### src/rtl/matvec_sequencer_if.sv
// Signal bundle between matvec_sequencer and its environment: job request,
// weight-memory read port, shared dot-product unit port and result stream.
interface matvec_sequencer_if #(
  parameter int DATA_WIDTH  = 32,
  parameter int VECTOR_SIZE = 4,
  parameter int NUM_ROWS    = 4
);
  localparam int ROW_W = (NUM_ROWS > 1) ? $clog2(NUM_ROWS) : 1;

  logic                  start;
  logic [DATA_WIDTH-1:0] in_vec [VECTOR_SIZE];
  logic [2:0]            round_mode;
  logic                  busy;
  logic                  done;
  logic                  w_rd_en;
  logic [ROW_W-1:0]      w_addr;
  logic [DATA_WIDTH-1:0] w_data [VECTOR_SIZE];
  logic [DATA_WIDTH-1:0] dp_row [VECTOR_SIZE];
  logic [DATA_WIDTH-1:0] dp_col [VECTOR_SIZE];
  logic [2:0]            dp_round_mode;
  logic [DATA_WIDTH-1:0] dp_result;
  logic [4:0]            dp_exceptions;
  logic                  out_valid;
  logic                  out_ready;
  logic [DATA_WIDTH-1:0] out_data;
  logic [ROW_W-1:0]      out_row;
  logic [4:0]            out_exc;
  logic [4:0]            sticky_exc;

  modport master (
    input  start, in_vec, round_mode, w_data, dp_result, dp_exceptions, out_ready,
    output busy, done, w_rd_en, w_addr, dp_row, dp_col, dp_round_mode,
           out_valid, out_data, out_row, out_exc, sticky_exc
  );

  modport slave (
    output start, in_vec, round_mode, w_data, dp_result, dp_exceptions, out_ready,
    input  busy, done, w_rd_en, w_addr, dp_row, dp_col, dp_round_mode,
           out_valid, out_data, out_row, out_exc, sticky_exc
  );
endinterface

### src/rtl/matvec_sequencer.sv
// Row-by-row matrix-vector job sequencer: fetches each weight row, feeds an
// external combinational dot-product unit and streams results with valid/ready.
module matvec_sequencer #(
  parameter int DATA_WIDTH  = 32,
  parameter int VECTOR_SIZE = 4,
  parameter int NUM_ROWS    = 4
) (
  input logic                clk,
  input logic                rst,
  matvec_sequencer_if.master bus
);
  localparam int ROW_W = (NUM_ROWS > 1) ? $clog2(NUM_ROWS) : 1;
  localparam logic [ROW_W-1:0] LAST_ROW = ROW_W'(NUM_ROWS - 1);
  localparam logic [ROW_W-1:0] ROW_ONE  = ROW_W'(1);

  typedef enum logic [2:0] {
    S_IDLE    = 3'd0,
    S_FETCH   = 3'd1,
    S_CAPTURE = 3'd2,
    S_EVAL    = 3'd3,
    S_OUT     = 3'd4,
    S_DONE    = 3'd5
  } state_t;

  state_t                state_r;
  logic [ROW_W-1:0]      row_cnt_r;
  logic [DATA_WIDTH-1:0] row_r [VECTOR_SIZE];
  logic [DATA_WIDTH-1:0] vec_r [VECTOR_SIZE];
  logic [2:0]            rm_r;
  logic                  busy_r;
  logic                  done_r;
  logic                  rd_en_r;
  logic                  valid_r;
  logic [DATA_WIDTH-1:0] out_data_r;
  logic [ROW_W-1:0]      out_row_r;
  logic [4:0]            out_exc_r;
  logic [4:0]            sticky_r;

  // Job FSM; strobes are registered on the transition into the state that owns them.
  always_ff @(posedge clk) begin
    if (rst) begin
      state_r    <= S_IDLE;
      row_cnt_r  <= {ROW_W{1'b0}};
      rm_r       <= 3'b000;
      busy_r     <= 1'b0;
      done_r     <= 1'b0;
      rd_en_r    <= 1'b0;
      valid_r    <= 1'b0;
      out_data_r <= {DATA_WIDTH{1'b0}};
      out_row_r  <= {ROW_W{1'b0}};
      out_exc_r  <= 5'b00000;
      sticky_r   <= 5'b00000;
      for (int i = 0; i < VECTOR_SIZE; i++) begin
        row_r[i] <= {DATA_WIDTH{1'b0}};
        vec_r[i] <= {DATA_WIDTH{1'b0}};
      end
    end else begin
      case (state_r)
        S_IDLE: begin
          if (bus.start) begin
            vec_r     <= bus.in_vec;
            rm_r      <= bus.round_mode;
            row_cnt_r <= {ROW_W{1'b0}};
            sticky_r  <= 5'b00000;
            busy_r    <= 1'b1;
            rd_en_r   <= 1'b1;
            state_r   <= S_FETCH;
          end else begin
            state_r   <= S_IDLE;
          end
        end
        S_FETCH: begin
          rd_en_r <= 1'b0;
          state_r <= S_CAPTURE;
        end
        S_CAPTURE: begin
          row_r   <= bus.w_data;
          state_r <= S_EVAL;
        end
        S_EVAL: begin
          out_data_r <= bus.dp_result;
          out_exc_r  <= bus.dp_exceptions;
          out_row_r  <= row_cnt_r;
          sticky_r   <= sticky_r | bus.dp_exceptions;
          valid_r    <= 1'b1;
          state_r    <= S_OUT;
        end
        S_OUT: begin
          // Results stay frozen until the consumer takes them.
          if (bus.out_ready) begin
            valid_r <= 1'b0;
            if (row_cnt_r == LAST_ROW) begin
              done_r  <= 1'b1;
              state_r <= S_DONE;
            end else begin
              row_cnt_r <= row_cnt_r + ROW_ONE;
              rd_en_r   <= 1'b1;
              state_r   <= S_FETCH;
            end
          end else begin
            state_r <= S_OUT;
          end
        end
        S_DONE: begin
          done_r  <= 1'b0;
          busy_r  <= 1'b0;
          state_r <= S_IDLE;
        end
        default: begin
          busy_r  <= 1'b0;
          done_r  <= 1'b0;
          rd_en_r <= 1'b0;
          valid_r <= 1'b0;
          state_r <= S_IDLE;
        end
      endcase
    end
  end

  assign bus.busy          = busy_r;
  assign bus.done          = done_r;
  assign bus.w_rd_en       = rd_en_r;
  assign bus.w_addr        = row_cnt_r;
  assign bus.dp_row        = row_r;
  assign bus.dp_col        = vec_r;
  assign bus.dp_round_mode = rm_r;
  assign bus.out_valid     = valid_r;
  assign bus.out_data      = out_data_r;
  assign bus.out_row       = out_row_r;
  assign bus.out_exc       = out_exc_r;
  assign bus.sticky_exc    = sticky_r;
endmodule
### src/flat_wrapper.sv
// flat-port wrapper written by rule: the top's interface ports become plain ports
module matvec_sequencer_flat 
#(
  parameter int DATA_WIDTH  = 32,
  parameter int VECTOR_SIZE = 4,
  parameter int NUM_ROWS    = 4
)
  (clk, rst, bus_start, bus_in_vec, bus_round_mode, bus_w_data, bus_dp_result, bus_dp_exceptions, bus_out_ready, bus_busy, bus_done, bus_w_rd_en, bus_w_addr, bus_dp_row, bus_dp_col, bus_dp_round_mode, bus_out_valid, bus_out_data, bus_out_row, bus_out_exc, bus_sticky_exc);
  matvec_sequencer_if #(.DATA_WIDTH(DATA_WIDTH), .VECTOR_SIZE(VECTOR_SIZE), .NUM_ROWS(NUM_ROWS)) bus_i ();
  input logic clk;
  input logic rst;
  input wire logic [$bits(bus_i.start)-1:0] bus_start;
  input wire logic [$bits(bus_i.in_vec)-1:0] bus_in_vec;
  input wire logic [$bits(bus_i.round_mode)-1:0] bus_round_mode;
  input wire logic [$bits(bus_i.w_data)-1:0] bus_w_data;
  input wire logic [$bits(bus_i.dp_result)-1:0] bus_dp_result;
  input wire logic [$bits(bus_i.dp_exceptions)-1:0] bus_dp_exceptions;
  input wire logic [$bits(bus_i.out_ready)-1:0] bus_out_ready;
  output wire logic [$bits(bus_i.busy)-1:0] bus_busy;
  output wire logic [$bits(bus_i.done)-1:0] bus_done;
  output wire logic [$bits(bus_i.w_rd_en)-1:0] bus_w_rd_en;
  output wire logic [$bits(bus_i.w_addr)-1:0] bus_w_addr;
  output wire logic [$bits(bus_i.dp_row)-1:0] bus_dp_row;
  output wire logic [$bits(bus_i.dp_col)-1:0] bus_dp_col;
  output wire logic [$bits(bus_i.dp_round_mode)-1:0] bus_dp_round_mode;
  output wire logic [$bits(bus_i.out_valid)-1:0] bus_out_valid;
  output wire logic [$bits(bus_i.out_data)-1:0] bus_out_data;
  output wire logic [$bits(bus_i.out_row)-1:0] bus_out_row;
  output wire logic [$bits(bus_i.out_exc)-1:0] bus_out_exc;
  output wire logic [$bits(bus_i.sticky_exc)-1:0] bus_sticky_exc;
  assign bus_i.start = bus_start;
  assign bus_i.in_vec = {>>{bus_in_vec}};
  assign bus_i.round_mode = bus_round_mode;
  assign bus_i.w_data = {>>{bus_w_data}};
  assign bus_i.dp_result = bus_dp_result;
  assign bus_i.dp_exceptions = bus_dp_exceptions;
  assign bus_i.out_ready = bus_out_ready;
  assign bus_busy = bus_i.busy;
  assign bus_done = bus_i.done;
  assign bus_w_rd_en = bus_i.w_rd_en;
  assign bus_w_addr = bus_i.w_addr;
  assign bus_dp_row = {>>{bus_i.dp_row}};
  assign bus_dp_col = {>>{bus_i.dp_col}};
  assign bus_dp_round_mode = bus_i.dp_round_mode;
  assign bus_out_valid = bus_i.out_valid;
  assign bus_out_data = bus_i.out_data;
  assign bus_out_row = bus_i.out_row;
  assign bus_out_exc = bus_i.out_exc;
  assign bus_sticky_exc = bus_i.sticky_exc;
  matvec_sequencer #(.DATA_WIDTH(DATA_WIDTH), .VECTOR_SIZE(VECTOR_SIZE), .NUM_ROWS(NUM_ROWS)) u_core (.clk(clk), .rst(rst), .bus(bus_i));
endmodule
### config.mk
export PLATFORM = sky130hd
export DESIGN_NAME = matvec_sequencer_flat
export DESIGN_NICKNAME = d
export VERILOG_FILES = /design/src/rtl/matvec_sequencer_if.sv /design/src/rtl/matvec_sequencer.sv /design/src/flat_wrapper.sv
export SDC_FILE = /design/constraint.sdc
export NUM_CORES = 1
export LEC_CHECK = 0
export ABC_CLOCK_PERIOD_IN_PS = 1790
export CORE_AREA = 2 2 238 240
export DETAILED_ROUTE_END_ITERATION = 10
export DIE_AREA = 0 0 240 242
export PLACE_DENSITY = 0.49
export SETUP_SLACK_MARGIN = 0.4
export SYNTH_ARGS = -nofsm -noshare
export SYNTH_HDL_FRONTEND = slang
export SYNTH_SLANG_ARGS = --single-unit
### constraint.sdc
create_clock -name clk -period 1.79 [get_ports clk]
set_input_delay 0.537 -clock clk [delete_from_list [all_inputs] [get_ports clk]]
set_output_delay 0.537 -clock clk [all_outputs]
set_load 0.1 [all_outputs]
==> results of run 1 <==
what timing repair did:
action,4_1_cts,5_1_grt
gates resized for setup,298,592
endpoints found under the setup margin,615,617
gates cloned,19,33
pin swaps,20,295
buffers inserted,31,68
cells in the final DEF, fill, tap and decap left out, drive strengths merged, types with 6 or more instances in the layout:
master,synthesis,final
a21oi,176,176
a22o,131,131
buf,60,484
clkbuf,31,86
clkdlybuf4s50,0,297
clkinv,0,6
dfxtp,312,312
nand2,335,335
nor2,11,11
per-stage QoR:
| step | utilization [%] | instance area [sq um] | cells | total power (uW) | hold slack, ns |
|---|---|---|---|---|---|
| 6_report | 48.1 | 26800 | 2641 | 26400 | 0.238 |
| 5_1_grt | 48.1 | 26800 | 2641 | 27300 | 0.229 |
| 4_1_cts | 42.0 | 23400 | 2538 | 25500 | 0.193 |
| 3_5_place_dp | 37.1 | 20700 | 2414 | 16000 | 0.483 |
| 3_3_place_gp | 37.1 | 20700 | 2414 | 16000 | 0.476 |
| 2_1_floorplan | - | 10500 | 1093 | 12500 | 0.632 |
kinds of logic (layout without fill, tap and decap cells):
group                      after synthesis  after routing  share of synthesized area (%)
other                                    0              2                              0
buffers and inverters                   91            880                           4.59
adders and majority gates                1              1                          0.121
DFF                                    312            312                           60.5
AOI/OAI and AO/OA                      318            318                           20.4
xor gates and xnor gates                 1              1                         0.0849
and+or+nand+nor                        370            371                           14.3
layer usage:
metal  global-route usage (%)  share of wire, %  wire, um  up-vias
met2                     29.1                53     29400      334
li1                         -                 -         -     5299
met5                        0                 0         0        -
met3                     4.15               5.5      3050       73
met4                     4.53               2.1      1170        0
met1                     18.4                39     21900     5502
critical path, cell delays in order (launching register included):
cell and delay [ns]:
sky130_fd_sc_hd__dfxtp_4 0.35, sky130_fd_sc_hd__nor4b_4 0.25, sky130_fd_sc_hd__buf_4 0.18, sky130_fd_sc_hd__buf_6 0.11, sky130_fd_sc_hd__nor2_4 0.06, sky130_fd_sc_hd__buf_12 0.15
sky130_fd_sc_hd__buf_8 0.12, sky130_fd_sc_hd__buf_16 0.14, sky130_fd_sc_hd__a22o_1 0.23
state kept, by name, summed over array words and instances (netlist names), 2 cells and up:
| signal | cells |
|---|---|
| u_core.bus.sticky_exc | 5 |
| u_core.bus.out_exc | 5 |
| u_core.bus.dp_col | 128 |
| u_core.bus.dp_row | 128 |
| u_core.bus.dp_round_mode | 3 |
| u_core.bus.w_addr | 2 |
| u_core.bus.out_row | 2 |
| u_core.bus.out_data | 32 |
| u_core.state_r | 3 |
power by group:
| group | internal, uW | switching (uW) | leakage, uW | total [uW] |
|---|---|---|---|---|
| clock | 5390 | 3260 | 0.000717 | 8650 |
| combinational | 4030 | 5630 | 0.00743 | 9670 |
| sequential | 7540 | 572 | 0.00270 | 8110 |
area by class of cell:
cell class / count / area, sq um / share of cell area [%]
Clock buffer: 62 / 1290 / 4.80
Tap cell: 756 / 946 / 3.53
Timing Repair Buffer: 806 / 12100 / 45.2
Antenna cell: 2 / 5.00 / 0.0187
Sequential cell: 312 / 6750 / 25.2
Multi-Input combinational cell: 691 / 5530 / 20.6
Clock inverter: 12 / 150 / 0.560
worst max-delay path by stage:
stage | to | slack, ns | cells after the start | start
after floorplan | u_core.bus.w_addr[1] | 0.25 | 4 | u_core.bus.w_addr[1]
after global placement | u_core.bus.dp_col[12] | -0.47 | 6 | bus_start
after detailed placement | u_core.bus.dp_col[55] | -0.47 | 6 | bus_start
after CTS | bus_busy | 0.07 | 1 | u_core.bus.busy
after global routing | u_core.bus.dp_col[36] | 0.04 | 8 | u_core.state_r[2]
final | u_core.bus.dp_col[36] | 0.10 | 8 | u_core.state_r[1]
==> metrics.cfg, run 1 <==
[status]
result_of_the_run = finished, final reports clean

[cts]
clock_tree.htree_level_count = 2
ctsHoldBuffers = 0
cts_made_buffers = 40
cts_tree = built
clock-root-buffer = sky130_fd_sc_hd__clkbuf_16
worst_setup_hold_path_clk_slew_ns = 0.06
clock_sink_count = 312
later_pin_clock_latency_in_the_skew_report_ns = 0.55
ctsLongestPathBuffers = 3

[synth]
syn_area_per_cell_sq_um = 9.44
synth_cell_type_count = 32
post-synth-top-area-cell = sky130_fd_sc_hd__dfxtp_1
most_frequently_used_cell_type_in_the_post_synthesis_netlist = sky130_fd_sc_hd__nand2_1
synth_edf_count = 0
synth_largest_type_area_fraction_pct = 60.5
synth_top_cells_by_count = 335 x sky130_fd_sc_hd__nand2_1, 312 x sky130_fd_sc_hd__dfxtp_1, 176 x sky130_fd_sc_hd__a21oi_1, 131 x sky130_fd_sc_hd__a22o_1, 46 x sky130_fd_sc_hd__buf_2
synth.yosys.seq_area_share_pct = 60.5
synth.ff_latch_count = 312
asyncSetResetFlopFracSynth_pct = 0
syn-num-nets = 1394
postSynthCellCount = 1093
synthTopCellsByArea = sky130_fd_sc_hd__dfxtp_1 61%, sky130_fd_sc_hd__nand2_1 12%, sky130_fd_sc_hd__a22o_1 11%
ys.warnings.count = 0
top_ff_cell_synth = sky130_fd_sc_hd__dfxtp_1
synthesis.area_sq_um = 10300

[timing]
timing.setup.tns_ns = 0
relative_slew_slack_pct = 34.5
tightest_slew_ns = 0.982
clock-skew-final_ns = 0.0165
setup-violations-final = 0
clock.fmax_ghz = 0.592
postLayoutSetupSlackWorst_ns = 0.100
timing.final.hold_violations = 0
report.final.slew_viol_count = 0
finalCritPeriodShare_pct = 94.4
rsz_0062_raised_after_global_routing = true
min_period_ns = 1.69

[final_layout]
drive_gt1_share_pct = 66.4
finalNetCount = 2152
area_delta_synth_final_pct = 160
number_of_filler_cells_placed_in_the_layout = 4898

[min_path]
worstHoldPathCells = 2
hold_crit_path_type = input pin to flip-flop
worst_hold_startpoint = rst
min_delay_worst_endpoint = u_core.bus.dp_row[124]

[global_routing]
grt_start_max_net_pins = 76
grt_overflow = 0
grt_usage_pct = 16.1
number_of_global_route_vias_before_repair = 10700
global_route_wire_length_before_repair_mm = 70.1
grt_antenna_before_repair = 2

[setup_path]
reg2reg_depth = 8
rr_endpoint = u_core.bus.dp_col[36]
largest_fanout_of_any_net_on_the_critical_path = 10
critical_path_required_ns = 2.23
arrival_ns = 2.13
worstSetupStartpointType = flip-flop
end_kind = flip-flop
ff2ff_setup_slack_ns = 0.10
crit-reg2reg-launch = u_core.state_r[1]
setup.worst_path.class = flip-flop to flip-flop

[placed_design]
placer_congestion = 0.807
dp_hpwl_mm = 33.1
port-buffer-count = 608
place_ws_ns = -0.466

[die]
die_height_um = 242
die_area_sq_um = 58100
fp-row-count = 87
dieWidth_um = 240
placeableCoreArea_sq_um = 55700
initial_core_util_pct = 18.5
ios = 609

[detailed_routing]
antenna_left = 0
routedWlPerCell_um = 21.0
detail_route.wirelength_mm = 55.5
remaining_drc_errors = 0
detail_route.vias_per_cell = 4.24
dr_total_vias = 11200
drt-initial-drc-count = 366
detailedRoute.firstPassIterationCount = 4

[power_and_ir_drop]
powerDensity_nw_per_um2 = 986
ir_worst_vdd_v = 0.000739
cellLeakagePower_uw = 0.0108

[run]
maxCapViolations = 0

(Power assumes the default switching activity.)
==> run 2: changes to the inputs <==
- REMOVE_ABC_BUFFERS: not set -> 1
==> metrics.cfg, run 2 (synthesis gave the netlist of run 1 again) <==
[setup_path]
end_kind = flip-flop
reg2reg_depth = 10  ; +2
worstPathCellList = buf_6 > buf_6 > buf_6 > nor3b_4 > buf_6 > clkbuf_16 > buf_8 > clkbuf_16 > nand2_4 > a21oi_2
worstSetupStartpointType = flip-flop
cpMostUsedCell = sky130_fd_sc_hd__buf_6
arrival_ns = 2.18  ; +0.05 ns
ff2ff_setup_slack_ns = 0.07  ; -0.03 ns
crit-reg2reg-launch = u_core.state_r[1]
critical-path-max-stage-delay_ns = 0.37  ; +0.02 ns
largest_fanout_of_any_net_on_the_critical_path = 6  ; -4
critical_path.startpoint = u_core.state_r[1]
rr_endpoint = u_core.bus.dp_row[84]
critical_path_required_ns = 2.25  ; +0.02 ns
setup.worst_path.class = flip-flop to flip-flop
critical_path.slowest_cell = sky130_fd_sc_hd__dfxtp_4

[status]
result_of_the_run = finished, final reports clean

[timing]
clock.fmax_ghz = 0.582  ; -1.7%
finalCritPeriodShare_pct = 96.0  ; +1.6 points
setup-violations-final = 0  ; unchanged
report.final.slew_viol_count = 0  ; unchanged
rsz_0062_raised_after_global_routing = true
clock-skew-final_ns = 0.0150  ; -0.00153 ns
min_period_ns = 1.72  ; +0.0286 ns
relative_slew_slack_pct = 70.9  ; +36 points
worst_hold_slack_ns = 0.250  ; +0.0118 ns
tightest_slew_ns = 0.437  ; -0.545 ns
timing.final.hold_violations = 0  ; unchanged
postLayoutSetupSlackWorst_ns = 0.0716  ; -0.0286 ns

[power_and_ir_drop]
powerDensity_nw_per_um2 = 960  ; -2.6%
cellLeakagePower_uw = 0.0106  ; -1.9%
ir_worst_vdd_v = 0.000623  ; -16%

[cts]
cts_tree = built
later_pin_clock_latency_in_the_skew_report_ns = 0.54  ; about the same
ctsLongestPathBuffers = 3  ; unchanged
cts_made_buffers = 38  ; -5.0%
worst_setup_hold_path_clk_slew_ns = 0.06  ; about the same
clock_sink_count = 312  ; unchanged
clock_tree.htree_level_count = 2  ; unchanged
clock-root-buffer = sky130_fd_sc_hd__clkbuf_16
ctsHoldBuffers = 0  ; unchanged

[detailed_routing]
drt-initial-drc-count = 390  ; +6.6%
detail_route.vias_per_cell = 4.25  ; about the same
antenna_left = 0  ; unchanged
routedWlPerCell_um = 20.6  ; -1.7%
remaining_drc_errors = 0  ; unchanged
dr_total_vias = 11300  ; +0.51%
detailedRoute.firstPassIterationCount = 5  ; +1
detail_route.wirelength_mm = 54.7  ; -1.3%

[final_layout]
instances_no_fill = 2652  ; +0.42%
number_of_filler_cells_placed_in_the_layout = 4938  ; +0.82%
multi_input_comb_area_sq_um = 5080  ; -8.2%
final_core_util_pct = 47.4  ; -0.63 points
drive_gt1_share_pct = 62.6  ; -3.9 points
commonest_non_fill_non_tap_cell_in_the_layout = sky130_fd_sc_hd__buf_12
finalNetCount = 2167  ; +0.70%
layout_common_cells = 345 x sky130_fd_sc_hd__buf_12, 297 x sky130_fd_sc_hd__clkdlybuf4s50_1, 272 x sky130_fd_sc_hd__dfxtp_2, 196 x sky130_fd_sc_hd__nand2_1, 137 x sky130_fd_sc_hd__a21oi_2
regArea_sq_um = 6740  ; -0.22%
area_delta_synth_final_pct = 156

[die]
ios = 609  ; unchanged
placeableCoreArea_sq_um = 55700  ; unchanged
fp-row-count = 87  ; unchanged
dieWidth_um = 240  ; unchanged
initial_core_util_pct = 18.5  ; unchanged
die_height_um = 242  ; unchanged
die_area_sq_um = 58100  ; unchanged

[placed_design]
placer_congestion = 0.806  ; -0.16%
place_ws_ns = -0.429  ; +0.0371 ns
place_inst = 2418  ; +0.17%
dp_hpwl_mm = 35.7  ; +7.9%
port-buffer-count = 608  ; unchanged

[global_routing]
number_of_global_route_vias_before_repair = 11100  ; +4.1%
grt_overflow = 0  ; unchanged
grt_usage_pct = 16.7  ; +0.65 points
grt_antenna_before_repair = 14  ; +12
grt_start_max_net_pins = 61  ; -20%
global_route_wire_length_before_repair_mm = 72.6  ; +3.5%

[min_path]
worst_hold_startpoint = rst
hold_crit_path_type = input pin to flip-flop
min_delay_worst_endpoint = u_core.bus.out_data[6]
worstHoldPathCells = 2  ; unchanged

[run]
maxCapViolations = 0  ; unchanged

## run 2: changes by cell type in the layout (fill, tap and decap cells not counted), sizes merged
cell      before  now
clkinvlp       0    1
inv            3    2
bufbuf         0    1
or3b           2    3
clkbuf        86   80
clkinv         6    4
bufinv         3    0
buf          484  502
diode          2    4
## run 2: worst max path at each step
stage	end	slack, ns	depth (start not counted)
2_1_floorplan	u_core.bus.dp_row[0]	-6.05	3
3_3_place_gp	u_core.bus.dp_col[32]	-0.39	7
3_5_place_dp	u_core.bus.dp_col[27]	-0.43	7
4_1_cts	bus_w_addr[1]	0.06	2
5_1_grt	u_core.bus.dp_col[125]	0.01	7
6_report	u_core.bus.dp_row[84]	0.07	10
## run 2: what timing repair did
item                                    4_1_cts  5_1_grt
setup buffers                                46       61
endpoints found under the setup margin      584      617
resized for setup                           390      457
pin swaps                                    35      256
cloned                                       30       27
## run 2: stage by stage
step / power, uW / cell area (sq um) / TNS, ns
final: 25400 / 26400 / 0
after global routing: 26300 / 26400 / 0
after CTS: 24600 / 23800 / 0
after detailed placement: 16000 / 20600 / -53.43
after global placement: 15900 / 20600 / -49.11
after floorplan: 12300 / 9850 / -1276.74
## run 2: cell type report
cell class	instances	share of cell area, %
Timing Repair Buffer	822	47.1
Sequential cell	312	25.5
Multi-Input combinational cell	692	19.2
Clock buffer	59	4.47
Tap cell	756	3.58
Clock inverter	7	0.185
Antenna cell	4	0.0379
## run 2: power breakdown
part | internal [uW] | switching (uW)
clock network | 4530 | 3060
registers | 7550 | 568
logic | 4170 | 5520
total | 16200 | 9150
## run 2: metal layers
layer,GRT usage [%],vias to the layer above,routed length (um),part of all wire (%)
li1,-,5318,-,-
met1,17.5,5364,19600,36
met2,29.6,493,27700,51
met3,7.92,82,5970,11
met4,4.69,8,1390,2.5
met5,0,-,50,0.091
## run 2: critical path: cells and delay by family, from the launching register on
| family | cells | cell delay (ns) |
|---|---|---|
| flip-flops | 1 | 0.37 |
| AND/OR/NAND/NOR | 2 | 0.22 |
| AO/OA/AOI/OAI | 1 | 0.13 |
| buffers and inverters | 7 | 0.92 |
